[src/rtl/restador_pkg.sv]
// Shared constants for the restador push-button down-counter.
package restador_pkg;

  // Idle (released) level of an active-low push-button.
  localparam logic BTN_IDLE = 1'b1;

endpackage

[src/rtl/btn_press_detect.sv]
// Synchronizes, debounces and edge-detects an active-low push-button.
// Emits a one-cycle press pulse on each falling edge of the debounced level.
module btn_press_detect
  import restador_pkg::*;
#(
  parameter int unsigned DB_CYCLES = 4
) (
  input  logic clk,
  input  logic rst_n,
  input  logic btn_n,
  output logic press
);

  logic sync1_q;
  logic sync2_q;
  logic deb;
  logic prev_q;

  always_ff @(posedge clk) begin
    if (!rst_n) begin
      sync1_q <= BTN_IDLE;
      sync2_q <= BTN_IDLE;
      prev_q  <= 1'b0;
    end else begin
      sync1_q <= btn_n;
      sync2_q <= sync1_q;
      prev_q  <= deb;
    end
  end

  generate
    if (DB_CYCLES == 0) begin : g_no_db
      assign deb = sync2_q;
    end else begin : g_db
      localparam int unsigned CW = (DB_CYCLES > 1) ? $clog2(DB_CYCLES) : 1;
      localparam logic [CW-1:0] CNT_LAST = CW'(DB_CYCLES - 1);

      logic [CW-1:0] cnt_q;
      logic          deb_q;

      // Level flips only after DB_CYCLES consecutive cycles of disagreement.
      always_ff @(posedge clk) begin
        if (!rst_n) begin
          cnt_q <= '0;
          deb_q <= 1'b0;
        end else if (sync2_q != deb_q) begin
          if (cnt_q == CNT_LAST) begin
            cnt_q <= '0;
            deb_q <= sync2_q;
          end else begin
            cnt_q <= cnt_q + CW'(1);
          end
        end else begin
          cnt_q <= '0;
        end
      end

      assign deb = deb_q;
    end
  endgenerate

  // Reset clears both deb and prev_q, so a reset never manufactures a press.
  assign press = prev_q & ~deb;

endmodule

[src/rtl/restador.sv]
// N-bit down-counter: loads data_in on reset, decrements once per debounced
// btn_sub press, wrapping modulo 2^N.
module restador #(
  parameter int unsigned N         = 4,
  parameter int unsigned DB_CYCLES = 4
) (
  input  logic         clk,
  input  logic         btn_rst,
  input  logic         btn_sub,
  input  logic [N-1:0] data_in,
  output logic [N-1:0] data_out
);

  logic         press;
  logic [N-1:0] count_q;

  btn_press_detect #(
    .DB_CYCLES(DB_CYCLES)
  ) u_press (
    .clk  (clk),
    .rst_n(btn_rst),
    .btn_n(btn_sub),
    .press(press)
  );

  // Reset load wins over a press arriving in the same cycle.
  always_ff @(posedge clk) begin
    if (!btn_rst) begin
      count_q <= data_in;
    end else if (press) begin
      count_q <= count_q - N'(1);
    end
  end

  assign data_out = count_q;

endmodule

[config.mk]
export PLATFORM = sky130hd
export DESIGN_NAME = restador
export DESIGN_NICKNAME = d
export VERILOG_FILES = /design/src/rtl/restador_pkg.sv /design/src/rtl/btn_press_detect.sv /design/src/rtl/restador.sv
export SDC_FILE = /design/constraint.sdc
export NUM_CORES = 1
export LEC_CHECK = 0
export ABC_AREA = 1
export BUFFER_PORTS_ARGS = -buffer_cell sky130_fd_sc_hd__buf_2
export CAP_MARGIN = 20
export CORE_AREA = 2 2 39 41
export DETAILED_ROUTE_END_ITERATION = 12
export DIE_AREA = 0 0 41 43
export GPL_TIMING_DRIVEN = 0
export SLEW_MARGIN = 40
export SYNTH_ARGS = -nofsm -noshare
export SYNTH_HDL_FRONTEND = slang
export SYNTH_SLANG_ARGS = --single-unit
[constraint.sdc]
create_clock -name clk -period 1.3 [get_ports clk]
set_input_delay 0.065 -clock clk [delete_from_list [all_inputs] [get_ports clk]]
set_output_delay 0.065 -clock clk [all_outputs]
set_load 0.02 [all_outputs]
* After elaboration in Yosys (flattened, before gate mapping)
Cells that the tools add are included.
Operators by class: reductions and logical operators 2, multiplexer cells 2, equal/unequal tests 3, add/sub/neg operators 2, bitwise logic cells 4
Operator list (number):
- $mux W4 | 2
- $sub A4 B1 Y4 const B | 1
- $not A1 Y1 | 3
- $reduce_or A3 Y1 | 1
- $add A2 B1 Y2 const B | 1
- $eq A2 B2 Y1 const B | 1
- $ne A2 B1 Y1 const B | 1
- $reduce_and A2 Y1 | 1
- $and A1 B1 Y1 | 1
- $ne A1 B1 Y1 | 1
Word-level totals: input port bits 7, word-level logic and storage cells 19, bits in registers 10

* Longest topological paths before layout
depth after elaboration 4, gate-level depth with buffers 5

* By module
A second synthesis with hierarchy kept.
Unflattened totals: cells, all modules 49, area total of the unflattened synthesis 444.2 um^2
Modules (own cells, without submodules):
- btn_press_detect | area each 224.0 um^2, cells an instance 25, instances 1
- restador | area each 220.2 um^2, cells an instance 24, instances 1

* Least setup slack after synthesis
OpenSTA, ideal clock, no wires.
path kind register -> register, start point reg count_q[0] (netlist: data_out[0]), end point reg count_q[2] (netlist: data_out[2]), data pin, buffers on the path 0, required time 1040 ps, path slack 82 ps, cell stages (with the launch flop) 5, arrival 958 ps, path through edfxtp_1 inv_1 ha_1 xnor2_1 o21ai_0
Between the ends: longest elaborated chain between the ends 3
Ends and longest elaborated chain:
- start: declaration | RTL line restador.sv:15 | logic [N-1:0] count_q;
- start signal: assignment | RTL line restador.sv:29 | count_q <= data_in;
- start signal: assignment | RTL line restador.sv:31 | count_q <= count_q - N'(1);
- $sub A4 B1 Y4 | RTL line restador.sv:31
- $mux W4 | RTL line restador.sv:30 | end else if (press) begin
- $mux W4 | RTL line restador.sv:28 | if (!btn_rst) begin
No other way between the ends. The select of a mux whose other input is x is not followed. A chain may end at the register's enable or synchronous reset.

* Worst setup path after layout
Ends and elaborated chain as after synthesis.

==> impl_metrics.toml <==
[outcome]
status = "finished, final reports clean"

[clock_network]
clockBufferDepth = 2
post_cts_buffers = 0
clock_latency_ns = 0.25
root_buffer = "clkbuf_4"
postCtsHoldBufs = 1
cts_buffers = 3
cts_resized = 0
cts.clk_slew.worst_paths_ns = 0.06
cts_max_level = 1
cts_tree = "yes"
clock_sinks = 10

[power]
cellPowerDensity_nw_per_um2 = 1310
p_int_mw = 0.524
p_clk_frac = 0.303
swShare = 0.245
vdd_drop_max_v = 0.000428
p_leak_nw = 0.267
seqPwrFrac = 0.541
combPwrFrac = 0.156
power.switching_mw = 0.170

[synth]
syn_area_um2 = 424
muxShareOfSynthArea = 0
synth_adder_area_share = 0.0590
synthSimpleGateAreaFrac = 0.195
ys_seq_elements = 10
synth_nets = 56
syn_avg_cell_area_um2 = 9.02
synthCells = 47
synth_xor_area_frac = 0.0206
synth_compound_area_frac = 0.0708
synth_top_family_by_area = "simple AND/OR/NAND/NOR gates"
synth_cell_types = 13
synth.yosys.seq_area_share = 0.566
yosys_warnings = 0

[timing]
finalHoldViolations = 0
fin_skew_ns = 0.00815
whs_ns = 0.0717
tightest_slew_ns = 0.322
fin_crit_sh = 0.886
relSlewSlack = 0.785
grt_setup_unrepaired = "no"
period_minus_slack_ns = 1.15
setup_viol = 0
setup_tns_ns = 0
maxSlewViolCount = 0
fmaxAchievable_mhz = 868

[route]
avgRoutedWirePerCell_um = 8.22
antenna_left = 0
via_per_inst = 4.12
drc = 0
vias = 321
dr.first_iter.drc_count = 1
first_pass_iters = 2
wl_um = 641

[floorplanning]
initial_core_util = 0.307
rows = 14
fp.dieW_um = 41
die_y_um = 43
core_area_um2 = 1380
dieArea_um2 = 1760
pin_count = 11

[global_routing]
grt_max_degree = 11
antenna_found_initial = 0
grt_use_total = 0.0942
grt_pass1_wl_um = 1100
grt-ovfl-total = 0
grt_pass1_vias = 291

[layout]
fin_nets = 72
layout-drive-gt1-share = 0.242
antenna_cells = 0
multi_input_area_um2 = 146
n_fill_cell = 150
fin_area_um2 = 531
final_util = 0.383
area_delta_synth_final_pct = 25.1
regArea_um2 = 240

[setup_path]
worstPathArrival_ns = 1.16
r2r_start = "data_out[0]"
rr_worst_depth = 4
path_max_fanout = 3
cp.required_ns = 1.31
r2r-end = "data_out[2]"
path_class = "reg2reg"
endpoint_kind = "register"
rrSetupSlack_ns = 0.15
startpoint_type = "register"

[min_path]
min_to = "u_press.prev_q"
hold_depth = 3
hold_path.class = "in2reg"
hp-start = "btn_rst"

[placement]
numPortBuffers = 10
gp_congestion = 0.561
dp_hpwl_um = 505
place_area_um2 = 494

[flow_run]
drv_cap = 0
-- kinds of logic (layout without fill, tap and decap cells) --
family / count (synthesis) / count (layout)
AOI/OAI and AO/OA: 6 / 6
buffers and inverters: 8 / 23
adders and majority gates: 2 / 2
DFF: 10 / 10
and+or+nand+nor: 20 / 20
xor gates and xnor gates: 1 / 1
-- cell usage after synthesis, drive strengths merged --
| library cell | number | share of area |
|---|---|---|
| ha | 2 | 0.059 |
| dfxtp | 6 | 0.28 |
| inv | 7 | 0.062 |
| nand2 | 9 | 0.080 |
| nor2 | 7 | 0.062 |
| edfxtp | 4 | 0.28 |
| o21ai | 4 | 0.047 |
| nand3 | 2 | 0.024 |
| a21oi | 2 | 0.024 |
| xnor2 | 1 | 0.021 |
| buf | 1 | 0.027 |
| or2 | 2 | 0.029 |
-- state kept, by name, indices dropped and copies added, names as in the netlist --
signal	cells
u_press.g_db.cnt_q	2
u_press.sync2_q	1
u_press.sync1_q	1
u_press.deb	1
data_out	4
u_press.prev_q	1
-- critical path, stage by stage (launching register included) --
cell	delay (ns)
edfxtp_1	0.38
inv_1	0.08
ha_1	0.21
xnor2_1	0.16
o21ai_0	0.08
-- placed cells by master (no fill, tap or decap) --
cell type / Yosys / layout
nand3_1: 2 / 2
nand2_1: 9 / 9
xnor2_1: 1 / 1
clkbuf_4: 0 / 3
clkbuf_1: 0 / 1
dfxtp_1: 6 / 6
edfxtp_1: 4 / 4
inv_1: 6 / 6
inv_2: 1 / 1
a21oi_1: 2 / 2
ha_1: 2 / 2
buf_2: 0 / 10
buf_6: 1 / 1
nor2_1: 7 / 7
dlygate4sd3_1: 0 / 1
o21ai_0: 4 / 4
or2_1: 2 / 2
-- per-stage QoR --
step / total power [mW] / std cells / setup slack [ns]
global route: 0.753 / 78 / 0.0577
CTS: 0.711 / 78 / 0.131
global placement: 0.486 / 73 / 0.145
finish: 0.694 / 78 / 0.148
floorplan: 0.455 / 47 / 0.0817
detailed placement: 0.491 / 73 / 0.149
-- routing by layer --
metal / up-vias / wire length (um) / GRT usage
li1: 176 / - / -
met1: 135 / 320 / 0.123
met2: 10 / 287 / 0.128
met3: 0 / 33 / 0.0471
met4: 0 / 0 / 0.0400
met5: - / 0 / 0
-- worst max path at each step --
stage | depth (start not counted) | to | slack, ns | start
2_1_floorplan | 4 | data_out[2] | 0.08 | data_out[0]
3_3_place_gp | 4 | data_out[2] | 0.15 | data_out[0]
3_5_place_dp | 4 | data_out[2] | 0.15 | data_out[0]
4_1_cts | 4 | data_out[2] | 0.13 | data_out[0]
5_1_grt | 4 | data_out[2] | 0.06 | data_out[0]
6_report | 4 | data_out[2] | 0.15 | data_out[0]
-- area by class of cell --
class,instances,area share
sequential,10,0.453
clock buffer,4,0.0495
multi-input combinational,29,0.276
timing repair buffer,11,0.113
tap,16,0.0377
inverter,7,0.0495
buffer,1,0.0212
-- power by group through the flow --
stage               Clock [mW]  Combinational, mW  Sequential [mW]
CTS                      0.223              0.111            0.376
global route             0.247              0.126            0.380
floorplan                    0             0.0582            0.397
detailed placement           0              0.108            0.383
global placement             0              0.105            0.381
finish                   0.210              0.108            0.376
No activity file was read; power rests on OpenSTA's default activity.
